## src/rtl/norm2_pkg.sv

```systemverilog
// Shared constants, types and FSM state encoding for the norm2 kernel loader.
package norm2_pkg;

  localparam int unsigned N      = 1000;
  localparam int unsigned ADDR_W = 10;
  localparam int unsigned DATA_W = 27;
  localparam int unsigned ACC_W  = 64;
  localparam int unsigned CNT_W  = 11;

  typedef logic        [ADDR_W-1:0] addr_t;
  typedef logic signed [DATA_W-1:0] sample_t;
  typedef logic signed [ACC_W-1:0]  acc_t;

  typedef enum logic [2:0] {IDLE, LOAD, FILL, START, RUN, OUT} loader_state_t;

  localparam addr_t LAST_ADDR = addr_t'(N - 1);

endpackage

```

## src/rtl/norm2_loader.sv

```systemverilog
// Streams a sample frame into the norm2 kernel array, runs the kernel and returns its result.
// Optional: define NORM2_LOADER_CYCLE_COUNT_EN to add the m_cycles run-length output.
module norm2_loader
  import norm2_pkg::*;
(
  input  logic              clk,
  input  logic              rst,
  input  logic              s_valid,
  output logic              s_ready,
  input  logic [DATA_W-1:0] s_data,
  input  logic              s_last,
  output logic              r_enable,
  output logic [ADDR_W-1:0] init_i_t_a,
  output logic [ACC_W-1:0]  init_acc_t_a,
  output logic              controlArr,
  output logic              controlArrWEnable_a,
  output logic [ADDR_W-1:0] controlArrAddr_a,
  output logic [DATA_W-1:0] controlArrWData_a,
  input  logic [DATA_W-1:0] controlArrRData_a,
  input  logic              w_enable,
  input  logic [ACC_W-1:0]  result,
  output logic              m_valid,
  input  logic              m_ready,
  output logic [ACC_W-1:0]  m_data,
  output logic [CNT_W-1:0]  m_count,
`ifdef NORM2_LOADER_CYCLE_COUNT_EN
  output logic [31:0]       m_cycles,
`endif
  output logic              busy
);

  loader_state_t          state;
  addr_t                  addr;
  logic [CNT_W-1:0]       count;
  logic                   run_first;
  logic                   load_ph;
  logic                   beat;
  logic                   unused_rdata;
`ifdef NORM2_LOADER_CYCLE_COUNT_EN
  logic [31:0]            cycles;
`endif

  assign unused_rdata = ^controlArrRData_a;

  assign load_ph = (state == IDLE) || (state == LOAD);
  // Gated by rst so every output reads 0 while reset is held.
  assign s_ready    = load_ph & ~rst;
  assign controlArr = (load_ph || (state == FILL)) & ~rst;
  assign beat       = s_valid & s_ready;

  assign controlArrWEnable_a = (load_ph & beat) | (state == FILL);
  assign controlArrAddr_a    = addr;
  assign controlArrWData_a   = (state == FILL) ? '0 : s_data;

  assign init_i_t_a   = '0;
  assign init_acc_t_a = '0;
  assign busy         = (state != IDLE);

  always_ff @(posedge clk or posedge rst) begin
    if (rst) begin
      state     <= IDLE;
      addr      <= '0;
      count     <= '0;
      run_first <= 1'b0;
      r_enable  <= 1'b0;
      m_valid   <= 1'b0;
      m_data    <= '0;
      m_count   <= '0;
`ifdef NORM2_LOADER_CYCLE_COUNT_EN
      cycles    <= '0;
      m_cycles  <= '0;
`endif
    end else begin
      r_enable <= 1'b0;
      unique case (state)
        IDLE, LOAD: begin
          if (beat) begin
            count <= (state == IDLE) ? CNT_W'(1) : count + 1'b1;
            // A beat at the top address ends the frame regardless of s_last.
            if (addr == LAST_ADDR) begin
              addr     <= '0;
              state    <= START;
              r_enable <= 1'b1;
            end else begin
              addr  <= addr + 1'b1;
              state <= s_last ? FILL : LOAD;
            end
          end
        end
        FILL: begin
          if (addr == LAST_ADDR) begin
            addr     <= '0;
            state    <= START;
            r_enable <= 1'b1;
          end else begin
            addr <= addr + 1'b1;
          end
        end
        START: begin
          state     <= RUN;
          run_first <= 1'b1;
`ifdef NORM2_LOADER_CYCLE_COUNT_EN
          cycles    <= 32'd1;
`endif
        end
        RUN: begin
`ifdef NORM2_LOADER_CYCLE_COUNT_EN
          if (cycles != '1) cycles <= cycles + 1'b1;
`endif
          // w_enable from the previous run may still be high in the first RUN cycle.
          if (run_first) begin
            run_first <= 1'b0;
          end else if (w_enable) begin
            m_data  <= result;
            m_count <= count;
            m_valid <= 1'b1;
            state   <= OUT;
`ifdef NORM2_LOADER_CYCLE_COUNT_EN
            m_cycles <= (cycles == '1) ? cycles : cycles + 1'b1;
`endif
          end
        end
        OUT: begin
          if (m_ready) begin
            m_valid <= 1'b0;
            state   <= IDLE;
          end
        end
        default: state <= IDLE;
      endcase
    end
  end

endmodule

```

## config.mk

```make
export PLATFORM = sky130hd
export DESIGN_NAME = norm2_loader
export DESIGN_NICKNAME = d
export VERILOG_FILES = /design/src/rtl/norm2_pkg.sv /design/src/rtl/norm2_loader.sv
export SDC_FILE = /design/constraint.sdc
export NUM_CORES = 1
export LEC_CHECK = 0
export BUFFER_PORTS_ARGS = -buffer_cell sky130_fd_sc_hd__buf_2
export CAP_MARGIN = 20
export CORE_AREA = 2 2 121 123
export DETAILED_ROUTE_END_ITERATION = 10
export DIE_AREA = 0 0 123 125
export GPL_ROUTABILITY_DRIVEN = 0
export GPL_TIMING_DRIVEN = 1
export PLACE_DENSITY = 0.69
export SYNTH_ARGS = -nofsm -noshare
export SYNTH_HDL_FRONTEND = slang
export SYNTH_SLANG_ARGS = --single-unit
```

## constraint.sdc

```tcl
create_clock -name clk -period 4.62 [get_ports clk]
set_clock_uncertainty 0.05 [all_clocks]
set_input_delay 1.155 -clock clk [delete_from_list [all_inputs] [get_ports clk]]
set_output_delay 1.155 -clock clk [all_outputs]
set_load 0.01 [all_outputs]
```

; Word-level counts from Yosys, hierarchy flattened
; Index checks and enable logic that the tools add are counted.
[op_classes]
muxes = 21
bitwise = 7
n_eq_ne = 11
addsub = 2
n_reduce_logical = 13
[ops]
columns = cell, n
row1 = $mux 27, 1
row2 = $mux 10, 2
row3 = $pmux 10 s2, 1
row4 = $mux 3, 5
row5 = $pmux 3 s5, 1
row6 = $add 11x1->11 const B, 1
row7 = $mux 11, 1
row8 = $add 10x1->10 const B, 1
row9 = $eq 10x10->1 const B, 1
row10 = $ne 2x2->1 const B, 4
row11 = $eq 3x2->1 const B, 2
row12 = $eq 3x3->1 const B, 2
row13 = $pmux 1 s2, 3
row14 = $reduce_bool 2->1, 3
row15 = $mux 1, 5
row16 = $reduce_and 5->1, 1
row17 = $and 1x1->1, 4
row18 = $mux 2, 2
row19 = $reduce_and 2->1, 2
row20 = $reduce_and 4->1, 1
row21 = $eq 3x1->1 const B, 1
row22 = $logic_not 3->1, 1
row23 = $reduce_and 3->1, 1
row24 = $reduce_bool 3->1, 1
row25 = 5 further kinds, 7
[word_totals]
register_bits = 102
out_inout_bits = 192
in_bits = 124
elab_cells = 62

; Logic depth before layout (Yosys ltp)
; Gate-level depths: netlist of the first run.
[logic_depth]
depth_word = 6
depth_mapped = 7
mapped_depth_nobuf = 5

; Least setup slack after synthesis of the first run
; OpenSTA, ideal clock, no wires.
[synth_path]
path_kind = in2out
from = in rst
to = out controlArrWEnable_a
arrival_ns = 1.962
path_slack_ns = 1.453
n_path_buf = 1
path_stages = 4
required_ns = 3.415
cell_sequence = or3b_1 > a21o_1 > buf_4 > inv_2
[synth_between]
elab_chain_len = 5
[synth_rtl]
columns = item, line_no
row1 = start: declaration, norm2_loader.sv:7  ; input logic rst,
row2 = $not 1->1, norm2_loader.sv:47  ; assign s_ready = load_ph & ~rst;
row3 = $and 1x1->1, norm2_loader.sv:47
row4 = $and 1x1->1, norm2_loader.sv:49  ; assign beat = s_valid & s_ready;
row5 = $and 1x1->1, norm2_loader.sv:51  ; assign controlArrWEnable_a = (load_ph & beat) | (state == FILL);
row6 = $or 1x1->1, norm2_loader.sv:51
row7 = end: declaration, norm2_loader.sv:16  ; output logic controlArrWEnable_a,
; No other way between the ends.

; Final worst setup path of the first run
; Same ends and word-level chain as after synthesis.

==> results of run 1 <==
==> flip-flops by register name, summed over array words and instances (netlist names) <==
signal and cells:
r_enable 1, m_count 11, controlArrAddr_a 10, state 3, count 11, run_first 1, m_data 64, m_valid 1
==> metal layers <==
layer  up-vias  track usage, %
li1       1709               -
met1      1648            15.1
met2       188            22.8
met3        19            3.38
met4         0            9.16
met5         -               0
==> worst paths after layout <==
kind | start | to | slack (ps) | depth (start not counted)
worst max-delay path | rst | controlArrWEnable_a | 1110 | 5
worst min-delay path | controlArrAddr_a[9] | controlArrAddr_a[9] | 450 | 1
worst max register to register | state[2] | m_data[42] | 2020 | 4
worst min register to register | controlArrAddr_a[9] | controlArrAddr_a[9] | 450 | 1
max in group asynchronous | rst | m_data[36] | 2840 | 4
min in group asynchronous | rst | controlArrAddr_a[0] | 750 | 2
==> layout make-up <==
cell class	count	area, µm²
clock buffer	12	267
inverter	6	25.0
antenna	1	2.50
multi-input combinational	294	2020
timing repair buffer	216	1110
tap	184	230
sequential	102	2550
clock inverter	3	18.8
fill	1339	7980
==> stage by stage <==
step	std cells	worst slack (ps)	hold WS (ps)	power, mW
final	818	1110	449	3.44
after CTS	816	1120	454	3.50
after detailed placement	801	1120	440	2.75
after global routing	818	972	465	3.72
after floorplan	493	740	413	2.26
after global placement	801	1120	435	2.72
==> worst max-delay path, stage by stage <==
cell and delay, ps:
buf_2 150, or3b_1 370, a21o_1 310, inv_2 160
buf_2 150
==> cells in the mapped netlist <==
cell type / instances / area, µm²
buf_4: 79 / 593
mux2_2: 75 / 845
or2_2: 1 / 6.26
nor3_1: 1 / 5.00
a211oi_1: 2 / 15.0
and3_1: 5 / 31.3
a22o_1: 1 / 8.76
dfrtp_1: 102 / 2550
nor3b_1: 2 / 15.0
xor2_1: 4 / 35.0
o32ai_1: 1 / 8.76
or3b_1: 1 / 8.76
and4_1: 3 / 26.3
a21oi_1: 6 / 30.0
nand2b_1: 2 / 12.5
or4_1: 2 / 15.0
nor2b_1: 29 / 181
nor2_1: 14 / 52.6
nand4_1: 5 / 31.3
nand3b_1: 1 / 7.51
buf_6: 1 / 11.3
and2_1: 5 / 31.3
a31oi_1: 1 / 6.26
conb_1: 1 / 3.75
mux2i_1: 3 / 30.0
o31ai_1: 3 / 22.5
ha_1: 2 / 25.0
xnor2_1: 2 / 17.5
or3_1: 1 / 6.26
or4b_1: 2 / 20.0
o21bai_1: 1 / 7.51
nor4_1: 1 / 6.26
clkbuf_1: 6 / 22.5
inv_1: 5 / 18.8
a2111oi_0: 2 / 17.5
a21o_1: 1 / 7.51
inv_2: 1 / 3.75
o21ai_0: 16 / 80.1
nand2_1: 17 / 63.8
nand3_1: 6 / 30.0
nor4b_4: 1 / 23.8
buf_2: 5 / 25.0
o41ai_1: 1 / 8.76
==> cell families after synthesis <==
| group | synth area share [%] |
|---|---|
| adder cells (fa/ha/maj) | 0.503 |
| AND/OR/NAND/NOR | 11.6 |
| buffers and inverters | 13.6 |
| flip-flops | 51.4 |
| XOR/XNOR | 1.06 |
| AO/OA/AOI/OAI | 4.28 |
| multiplexers | 17.6 |
| other | 0.0755 |
==> power groups by stage <==
| stage | sequential [mW] | combinational (mW) | clock (mW) |
|---|---|---|---|
| 3_3_place_gp | 1.48 | 1.23 | 0 |
| 3_5_place_dp | 1.50 | 1.26 | 0 |
| 6_report | 1.48 | 1.24 | 0.725 |
| 5_1_grt | 1.54 | 1.38 | 0.802 |
| 4_1_cts | 1.48 | 1.26 | 0.758 |
| 2_1_floorplan | 1.62 | 0.644 | 0 |
==> flow_summary.yaml, run 1 <==
yosys:
  synth_cell_types: 43
  synth-seq-cells: 102
  ys_seq_area_share_pct: 51.4
  syn_area_um2: 4970
  synthesis.instances: 420
  yosys_warnings: 0
  syn_avg_cell_area_um2: 11.8
run:
  maxCapViolCount: 0
drt:
  wl_per_cell_um: 13.2
  wl_met1_um: 4250
  viasPerCell: 4.36
  top_layer: "met4"
  antenna_left: 0
  met2WireLength_um: 5130
  drc: 0
  wl_met3_um: 933
  routed_wl_um: 10800
  drt_iter0_drc: 86
  firstDrtPassIters: 4
  vias: 3564
outcome:
  status: "finished clean"
pwr:
  switchingPower_mw: 1.18
  vdd_drop_max_mv: 0.221
  pwr_density_cell_nw_per_um2: 553
  p_int_mw: 2.26
  p_clk_share_pct: 21.1
  sw_frac_of_total_pct: 34.2
  pwr-share-seq_pct: 42.9
  p_comb_share_pct: 36.0
  p_leak_nw: 3.35
sta:
  max_freq_mhz: 285
  hold_viol: 0
  setup_tns_ps: 0
  tightest_slew_ps: 1010
  drv_slew: 0
  setup_viol: 0
  max_slew_margin_pct: 32.5
  rsz0062_at_grt: "false"
  post-route-min-period_ps: 3510
  period_share_pct: 75.9
worst_setup_path:
  critPathMaxFanout: 12
  worstPathArrival_ps: 2300
  path_class: "primary input to primary output"
  crit_path_end_kind: "primary output"
  critPathLaunchType: "primary input"
  cp.required_ps: 3410
floorplanning:
  start_util_pct: 35.0
  die_y_um: 125
  die_w_um: 123
  dieArea_um2: 15400
  core_um2: 14200
  rows: 44
  io_pins: 316
final_layout:
  area_delta_synth_final_pct: 25.2
  layout_common_cells: "buf_2, dfrtp_1, mux2_2"
  nNetsFinal: 755
  stdcell_area_um2: 6220
  final_common_cell: "buf_2"
  final_layout_size_suffix_gt1_share_pct: 49.1
  utilization_pct: 43.8
cts:
  clock_latency_ps: 340
  cts_root_buf: "clkbuf_16"
  post_cts.repair.setup_buffers: 0
  cts_max_level: 3
  cts.repair.resized: 0
  cts_hold_buf: 0
  cts.reportedPaths.clkPinSlew_ps: 70
  cts_sinks: 102
  clockBufferDepth: 2
  cts_made_buffers: 9
  cts_tree: "yes"
placed_design:
  port_buffers: 214
  dp_hpwl_um: 7880
  place_area_um2: 5910
global_routing:
  grt_pass1_vias: 3364
  antenna_found_initial: 1
  grtUsageTotal_pct: 13.6
  grt_overflow: 0
  grt_max_degree: 84
  grt_pass1_wl_um: 16200
min_path:
  hold_path.class: "flip-flop to flip-flop"
Note: power is estimated with default switching activity, not from simulation.
==> inputs of run 2 (changes only) <==
--- a/config.mk
+++ b/config.mk
@@ -7,9 +7,9 @@
 export LEC_CHECK = 0
 export BUFFER_PORTS_ARGS = -buffer_cell sky130_fd_sc_hd__buf_2
 export CAP_MARGIN = 20
-export CORE_AREA = 2 2 121 123
+export CORE_AREA = 2 2 123 125
 export DETAILED_ROUTE_END_ITERATION = 10
-export DIE_AREA = 0 0 123 125
+export DIE_AREA = 0 0 125 127
 export GPL_ROUTABILITY_DRIVEN = 0
 export GPL_TIMING_DRIVEN = 1
 export PLACE_DENSITY = 0.69
==> constraint.sdc (replaced) <==
create_clock -name clk -period 2.9 [get_ports clk]
set_clock_uncertainty 0.05 [all_clocks]
set_input_delay 0.725 -clock clk [delete_from_list [all_inputs] [get_ports clk]]
set_output_delay 0.725 -clock clk [all_outputs]
set_load 0.01 [all_outputs]
==> run 2 against run 1 <==
Compared with the run above:
- sequential power grew 59%
- non-clock buffer count rose by 6
- clock power is 66% higher
==> flow_summary.yaml, run 2 (same netlist as run 1, synthesis figures left out) <==
outcome:
  status: "finished clean"
final_layout:
  final_common_cell: "buf_2"
  top_register: "m_data"
  area_delta_synth_final_pct: 26.5
  final_layout_size_suffix_gt1_share_pct: 49.5
  nNetsFinal: 761
  layout_common_cells: "buf_2, dfrtp_1, mux2_2"
  top_regs: "m_data (64), count (11), m_count (11)"
  largest_reg_flops: 64
  num_antenna_cells: 0
  utilization_pct: 43.6
  fillers: 1389
sta:
  setup_tns_ps: 0
  max_freq_mhz: 392
  hold_ws_ps: 447
  rsz0062_at_grt: "false"
  period_share_pct: 88.0
  post-route-min-period_ps: 2550
  drv_slew: 0
  tightest_slew_ps: 685
  max_slew_margin_pct: 54.2
  final.setup.worst_slack_ps: 349
  setup_viol: 0
  hold_viol: 0
cts:
  cts_sinks: 102
  cts_tree: "yes"
  cts.reportedPaths.clkPinSlew_ps: 70
  clockBufferDepth: 2
  cts.repair.resized: 0
  post_cts.repair.setup_buffers: 0
  cts_root_buf: "clkbuf_16"
  clock_latency_ps: 350
  cts_max_level: 3
  cts_made_buffers: 9
  cts_hold_buf: 0
floorplanning:
  die_y_um: 127
  dieArea_um2: 15900
  start_util_pct: 34.5
  die_w_um: 125
  rows: 44
  core_um2: 14400
  io_pins: 316
global_routing:
  grt_pass1_wl_um: 17000
  grt_pass1_vias: 3426
  antenna_found_initial: 0
  grt_overflow: 0
  grtUsageTotal_pct: 13.4
  grt_max_degree: 76
worst_setup_path:
  path_class: "flip-flop to primary output"
  critical_path.cell_chain: "nor2b_1, and2_1, buf_4, nor2b_1, buf_2"
  slowest_delay_ps: 540
  cp_common_cell: "nor2b_1"
  critPathMaxFanout: 28
  critPathLaunchType: "flip-flop"
  worst_path_max_delay_cell: "dfrtp_1"
  crit_path_end_kind: "primary output"
  cp.required_ps: 2120
  worstPathArrival_ps: 1780
run:
  maxCapViolCount: 0
pwr:
  pwr_density_cell_nw_per_um2: 883
  sw_frac_of_total_pct: 33.9
  p_int_mw: 3.67
  finalPower_mw: 5.55
  switchingPower_mw: 1.88
  vdd_drop_max_mv: 0.399
  p_clk_share_pct: 21.6
  pwr-share-seq_pct: 42.3
  p_leak_nw: 3.38
  p_comb_share_pct: 36.1
drt:
  viasPerCell: 4.36
  drt_iter0_drc: 99
  drc: 0
  vias: 3589
  wl_per_cell_um: 13.0
  routed_wl_um: 10700
  antenna_left: 0
  firstDrtPassIters: 4
placed_design:
  port_buffers: 214
  pre_cts_ws_ps: 426
  dp_hpwl_um: 8140
min_path:
  hold_path.class: "flip-flop to flip-flop"
[run 2: final timing paths]
kind                                     start  depth (start not counted)  slack (ps)              endpoint
hold reg to reg            controlArrAddr_a[9]                          1         450   controlArrAddr_a[9]
setup / recovery                      state[1]                          5         350  controlArrWData_a[0]
hold / removal             controlArrAddr_a[9]                          1         450   controlArrAddr_a[9]
max in group asynchronous                  rst                          3        1670            m_data[39]
min in group asynchronous                  rst                          2         480              state[1]
setup reg to reg                      state[2]                          5         650            m_data[44]
[run 2: layout make-up]
type / count / area, µm² / share of cell area, %
sequential: 102 / 2550 / 40.6
multi-input combinational: 294 / 2020 / 32.1
timing repair buffer: 222 / 1170 / 18.6
clock buffer: 11 / 243 / 3.86
tap: 184 / 230 / 3.66
clock inverter: 4 / 47.5 / 0.756
inverter: 6 / 26.3 / 0.418
[run 2: worst max-delay path, delay by kind of cell, from the launching register on]
| family | cells | cell delay [ps] |
|---|---|---|
| buffers and inverters | 2 | 400 |
| and+or+nand+nor | 3 | 480 |
| DFF | 1 | 540 |
[run 2: metrics by stage]
stage	instance area [µm²]	cells
final	6290	823
after global routing	6290	823
after CTS	6290	823
after detailed placement	6000	808
after global placement	6000	808
after floorplan	5250	493
[run 2: power groups by stage]
stage	clock network [mW]	logic (mW)	registers (mW)
2_1_floorplan	0	1.03	2.57
3_3_place_gp	0	2.00	2.36
3_5_place_dp	0	2.04	2.38
4_1_cts	1.25	2.04	2.36
5_1_grt	1.31	2.21	2.45
6_report	1.20	2.00	2.35
[run 2: per-layer routing]
metal | GRT usage (%) | vias up | wire length (µm)
met4 | 5.49 | 0 | 171
met5 | 0 | - | 0
met3 | 3.31 | 11 | 978
met2 | 22.8 | 196 | 5200
li1 | - | 1717 | -
met1 | 16.3 | 1665 | 4360
